### config.mk
export PLATFORM = sky130hd
export DESIGN_NAME = cache_refill_arbiter
export DESIGN_NICKNAME = d
export VERILOG_FILES = /design/src/rtl/cache_refill_arbiter.sv
export SDC_FILE = /design/constraint.sdc
export NUM_CORES = 1
export LEC_CHECK = 0
export BUFFER_PORTS_ARGS = -buffer_cell sky130_fd_sc_hd__buf_2
export CAP_MARGIN = 5
export CORE_ASPECT_RATIO = 0.8
export CORE_MARGIN = 4
export CORE_UTILIZATION = 25
export CTS_BUF_LIST = sky130_fd_sc_hd__clkbuf_8
export DETAILED_ROUTE_END_ITERATION = 7
export PLACE_DENSITY = 0.51
export SYNTH_ARGS = -nofsm -noshare
export SYNTH_HDL_FRONTEND = slang
export SYNTH_SLANG_ARGS = --single-unit
### constraint.sdc
create_clock -name clock -period 3.3 [get_ports clock]
set_input_delay 0.495 -clock clock [delete_from_list [all_inputs] [get_ports clock]]
set_output_delay 0.495 -clock clock [all_outputs]
set_load 0.02 [all_outputs]
### src/rtl/cache_refill_arbiter.sv
// Round-robin arbiter sharing one AXI4 read channel between I- and D-cache refills.
// One line-sized INCR burst outstanding; returned beats are steered to the granted cache.
module cache_refill_arbiter #(
    parameter int ADDR_W = 32,
    parameter int DATA_W = 64,
    parameter int BEATS  = 2,
    parameter int AXI_ID = 0
) (
    input  logic              clock,
    input  logic              reset,

    input  logic              i_rd_req,
    input  logic [ADDR_W-1:0] i_rd_addr,
    output logic              i_rd_rdy,
    output logic              i_ret_valid,
    output logic              i_ret_last,
    output logic [DATA_W-1:0] i_ret_data,

    input  logic              d_rd_req,
    input  logic [ADDR_W-1:0] d_rd_addr,
    output logic              d_rd_rdy,
    output logic              d_ret_valid,
    output logic              d_ret_last,
    output logic [DATA_W-1:0] d_ret_data,

    output logic              arvalid,
    input  logic              arready,
    output logic [ADDR_W-1:0] araddr,
    output logic [3:0]        arid,
    output logic [7:0]        arlen,
    output logic [2:0]        arsize,
    output logic [1:0]        arburst,

    input  logic              rvalid,
    output logic              rready,
    input  logic [DATA_W-1:0] rdata,
    input  logic              rlast,
    input  logic [1:0]        rresp,
    input  logic [3:0]        rid,

    output logic              bus_err
);

    typedef enum logic [1:0] {
        IDLE,
        ADDR,
        DATA
    } state_e;

    localparam int         LW        = ADDR_W - 4;
    localparam logic [7:0] LAST_BEAT = 8'(BEATS - 1);

    state_e            state_q, state_d;
    logic              pend_i_q, pend_i_d;
    logic              pend_d_q, pend_d_d;
    logic [LW-1:0]     addr_i_q, addr_i_d;
    logic [LW-1:0]     addr_d_q, addr_d_d;
    logic              grant_q, grant_d;
    logic              last_q, last_d;
    logic              arvalid_q, arvalid_d;
    logic [ADDR_W-1:0] araddr_q, araddr_d;
    logic              rready_q, rready_d;
    logic [7:0]        beat_q, beat_d;
    logic              err_q, err_d;

    logic              pick_d;
    logic              beat_fire;
    logic              unused_ok;

    // grant/last encoding: 1 = D-cache, 0 = I-cache
    assign pick_d    = pend_d_q && (!pend_i_q || !last_q);
    assign beat_fire = (state_q == DATA) && rvalid && rready_q;

    always_ff @(posedge clock or posedge reset) begin
        if (reset) begin
            state_q   <= IDLE;
            pend_i_q  <= 1'b0;
            pend_d_q  <= 1'b0;
            addr_i_q  <= '0;
            addr_d_q  <= '0;
            grant_q   <= 1'b0;
            last_q    <= 1'b1;
            arvalid_q <= 1'b0;
            araddr_q  <= '0;
            rready_q  <= 1'b0;
            beat_q    <= '0;
            err_q     <= 1'b0;
        end else begin
            state_q   <= state_d;
            pend_i_q  <= pend_i_d;
            pend_d_q  <= pend_d_d;
            addr_i_q  <= addr_i_d;
            addr_d_q  <= addr_d_d;
            grant_q   <= grant_d;
            last_q    <= last_d;
            arvalid_q <= arvalid_d;
            araddr_q  <= araddr_d;
            rready_q  <= rready_d;
            beat_q    <= beat_d;
            err_q     <= err_d;
        end
    end

    always_comb begin
        state_d   = state_q;
        pend_i_d  = pend_i_q;
        pend_d_d  = pend_d_q;
        addr_i_d  = addr_i_q;
        addr_d_d  = addr_d_q;
        grant_d   = grant_q;
        last_d    = last_q;
        arvalid_d = arvalid_q;
        araddr_d  = araddr_q;
        rready_d  = rready_q;
        beat_d    = beat_q;
        err_d     = err_q;

        if (i_rd_req && !pend_i_q) begin
            pend_i_d = 1'b1;
            addr_i_d = i_rd_addr[ADDR_W-1:4];
        end
        if (d_rd_req && !pend_d_q) begin
            pend_d_d = 1'b1;
            addr_d_d = d_rd_addr[ADDR_W-1:4];
        end

        unique case (state_q)
            IDLE: begin
                if (pend_i_q || pend_d_q) begin
                    grant_d   = pick_d;
                    state_d   = ADDR;
                    arvalid_d = 1'b1;
                    araddr_d  = {pick_d ? addr_d_q : addr_i_q, 4'h0};
                end
            end
            ADDR: begin
                if (arvalid_q && arready) begin
                    arvalid_d = 1'b0;
                    rready_d  = 1'b1;
                    beat_d    = '0;
                    state_d   = DATA;
                end
            end
            DATA: begin
                if (beat_fire) begin
                    if (beat_q != 8'hFF) begin
                        beat_d = beat_q + 8'd1;
                    end
                    if (rresp != 2'b00) begin
                        err_d = 1'b1;
                    end
                    // rlast must coincide exactly with the final beat
                    if (rlast != (beat_q == LAST_BEAT)) begin
                        err_d = 1'b1;
                    end
                    if (rlast) begin
                        rready_d = 1'b0;
                        last_d   = grant_q;
                        state_d  = IDLE;
                        if (grant_q) begin
                            pend_d_d = 1'b0;
                        end else begin
                            pend_i_d = 1'b0;
                        end
                    end
                end
            end
            default: begin
                state_d = IDLE;
            end
        endcase
    end

    always_comb begin
        i_ret_valid = 1'b0;
        i_ret_last  = 1'b0;
        i_ret_data  = '0;
        d_ret_valid = 1'b0;
        d_ret_last  = 1'b0;
        d_ret_data  = '0;
        if (state_q == DATA) begin
            if (grant_q) begin
                d_ret_valid = rvalid;
                d_ret_last  = rlast;
                d_ret_data  = rdata;
            end else begin
                i_ret_valid = rvalid;
                i_ret_last  = rlast;
                i_ret_data  = rdata;
            end
        end
    end

    assign i_rd_rdy = !pend_i_q;
    assign d_rd_rdy = !pend_d_q;
    assign arvalid  = arvalid_q;
    assign araddr   = araddr_q;
    assign rready   = rready_q;
    assign bus_err  = err_q;
    assign arid     = 4'(AXI_ID);
    assign arlen    = LAST_BEAT;
    assign arsize   = 3'($clog2(DATA_W / 8));
    assign arburst  = 2'b01;

    // single outstanding transaction: rid and sub-line address bits carry no information
    assign unused_ok = ^{rid, i_rd_addr[3:0], d_rd_addr[3:0]};

endmodule

==> reports/summary.txt <==
Part of the Yosys area used for sequential elements = 48.4%
# DRC = 0
Final cell count without fillers = 1042
Vias in the first global route = 4087
Critical Path Start = state_q[0]$_DFFE_PP0P_
Clk sink count = 101
Status = finished, final reports clean
Placer Congestion = 0.969
Ant. Diodes = 0
Core area = 20100 sq um
Die Ht = 137 microns
Area Growth Syn to Fin = 35.8%
Worst path bufs/invs = 2
PortBufs = 293
Worst min-delay path class = in2async
Fill count = 2101
GR peak layer = met2
Worst slew pin tran = 0.937 ns
Period utilization = 77.6%
Drt pass-1 iters = 4
Storage cell area = 2530 sq um
Final HPWL DP = 13000 microns
Met3 usage = 4.10%
Power Total = 2.52 mW
Post-CTS repair timing setup buffer count = 0
Final setup violation count = 0
RR Startpoint = pend_i_q$_DFF_PP0_
Unrepaired setup endpoints after global routing = false
Core Rows = 46
Slew Limit Fails = 0
First-pass GRT wire length = 24800 microns
Slowest cell on crit path = dfrtp_1
Power Density = 355 nW/um^2
Initial antenna violation count = 0
Skew-Pair Late Insertion Delay = 0.38 ns
GRT Util Overall = 13.9%
Area post-placement = 6890 sq um
Startpoint type of the worst setup path = flip-flop
CTS max path bufs = 2
Critical Path, Cell by Cell = nand2b_1, nor2_2, buf_4, and2_1, buf_2
Leakage = 3.97 nW
Clock transition at the registers of the reported paths = 0.11 ns
Max-Cap Viols = 0
Average wire per standard cell = 16.0 microns
Number of synthesized flops with an enable pin = 0
Highest Clock Rate = 390 MHz
Final instance area = 7090 sq um
Worst setup EP type = primary output
Worst path depth = 5
WP data arrival = 2.07 ns
CP Max Fanout = 66
Met2 Use GR = 22.3%
Relative slew slack = 37.4%
Post-layout min period = 2.56 ns
Fraction of layout cells with a size suffix above 1 = 49.1%
Mapped Cells = 496
Die X = 170 microns
Cts repair resizes = 0
CTS buffer count = 9
Setup crit end = i_ret_data[55]
Routed Antenna Nets = 0
Required time of the worst setup path = 2.80 ns
R2R Path End = addr_i_q[17]$_DFFE_PP0P_
CTS tree = done
Total Neg Setup Slack = 0 ns
Worst hold margin = 0.263 ns
Crit path largest cell delay = 0.44 ns
I/O pins = 327
Main synth FF type = dfrtp_1
Grt met1 use = 18.8%
Worst r2r path cells = 2
Fin nets = 916
Mapped Area = 5220 sq um
Ys async rst share = 100%
Yosys Warn Count = 0
Clock root buffer = clkbuf_8
Largest net degree at the start of global routing = 67
Clock Skew = 0.0196 ns
Placed cell count = 1026
GRT overflow = 0
Total Wirelength = 16700 microns
Die footprint = 23300 sq um
Cell family with most CP delay = simple AND/OR/NAND/NOR gates
Drt via density = 4.17
Distinct cells, synth = 36
Synthesized area per cell = 10.5 sq um
Hold Fails Final Rpt = 0
Internal reg-to-reg setup slack = 1.49 ns
Critical path type = reg2out
Initial drt markers = 214
Initial Utilization = 25.9%
Multi-input gate area = 2490 sq um
Vias after detailed routing = 4348
Register bit total from synthesis = 101
VDD IR max = 232 uV
CTS hold repair buffers = 0
H-tree Lvls = 3
==> where the power goes <==
part | switching (mW) | internal, mW
sequential | 0.0377 | 1.32
combinational | 0.192 | 0.176
clock | 0.494 | 0.301
==> cells in the mapped netlist (2+ instances only) <==
cell / n / area [sq um]
nand3_1: 4 / 20.0
nand2_1: 7 / 26.3
a21oi_1: 34 / 170
or3_1: 2 / 12.5
o211ai_1: 3 / 22.5
o21ai_0: 8 / 40.0
buf_4: 23 / 173
nor2b_1: 2 / 12.5
mux2i_1: 28 / 280
clkbuf_1: 18 / 67.6
o31ai_1: 2 / 15.0
nor2_1: 36 / 135
buf_2: 10 / 50.1
and2_1: 132 / 826
ha_1: 2 / 25.0
dfrtp_1: 100 / 2500
xor2_1: 2 / 17.5
inv_1: 8 / 30.0
conb_1: 2 / 7.51
mux2_2: 56 / 631
nand4_1: 2 / 12.5
==> worst min-delay path by stage <==
stage	startpoint	to	slack [ns]	cells after the start
6_report	reset	addr_i_q[7]$_DFFE_PP0P_	0.26	2
5_1_grt	i_rd_addr[27]	addr_i_q[23]$_DFFE_PP0P_	0.28	2
4_1_cts	reset	addr_d_q[22]$_DFFE_PP0P_	0.27	2
3_5_place_dp	grant_q$_DFFE_PP0P_	pend_d_q$_DFF_PP0_	0.49	1
3_3_place_gp	grant_q$_DFFE_PP0P_	pend_d_q$_DFF_PP0_	0.49	1
2_1_floorplan	grant_q$_DFFE_PP0P_	pend_d_q$_DFF_PP0_	0.44	1
==> routing by layer <==
| metal | wire length [microns] | up-vias |
|---|---|---|
| li1 | - | 2152 |
| met1 | 7530 | 2048 |
| met2 | 7900 | 133 |
| met3 | 1100 | 15 |
| met4 | 160 | 0 |
| met5 | 0 | - |
==> layout make-up <==
| type | instances | area share (%) |
|---|---|---|
| clock buffer | 9 | 1.75 |
| clock inverter | 7 | 1.06 |
| inverter | 8 | 0.459 |
| multi-input combinational | 355 | 35.1 |
| sequential | 101 | 35.7 |
| tap | 264 | 4.66 |
| timing repair buffer | 298 | 21.4 |
==> cells by family (layout without fill, tap and decap cells) <==
logic type | count (synthesis) | in the layout | share of synthesized area (%)
simple gates | 193 | 193 | 21.3
flops | 101 | 101 | 48.4
mux | 84 | 84 | 17.4
buf+inv | 59 | 322 | 6.13
compound gates | 52 | 52 | 5.61
xor+xnor | 3 | 3 | 0.503
fa+ha+maj | 2 | 2 | 0.479
other cells | 2 | 21 | 0.144
==> layout by cell type (no fill, tap or decap), drive strengths merged, types with 2 or more instances in the layout <==
cell type / count
conb: 21
mux2i: 28
and3: 2
and2: 132
o21ai: 8
or3: 2
nor2b: 2
a21oi: 34
clkinv: 2
nor2: 36
nand3: 4
ha: 2
o31ai: 2
nand4: 2
o211ai: 4
clkbuf: 9
xor2: 2
nand2: 7
buf: 298
inv: 12
mux2: 56
dfrtp: 100
==> sequential cells by signal (all words and copies together), names as in the netlist <==
register  flops
addr_d_q     28
addr_i_q     28
araddr       28
arvalid       1
beat_q        8
bus_err       1
grant_q       1
last_q        1
pend_d_q      1
pend_i_q      1
rready        1
state_q       2
==> metrics by stage <==
| step | worst slack [ns] | utilization, % |
|---|---|---|
| floorplan | 0.160 | - |
| global placement | 1.17 | 34.2 |
| detailed placement | 1.17 | 34.2 |
| CTS | 0.705 | 35.2 |
| global route | 0.573 | 35.2 |
| finish | 0.738 | 35.2 |
(Power assumes the default switching activity.)
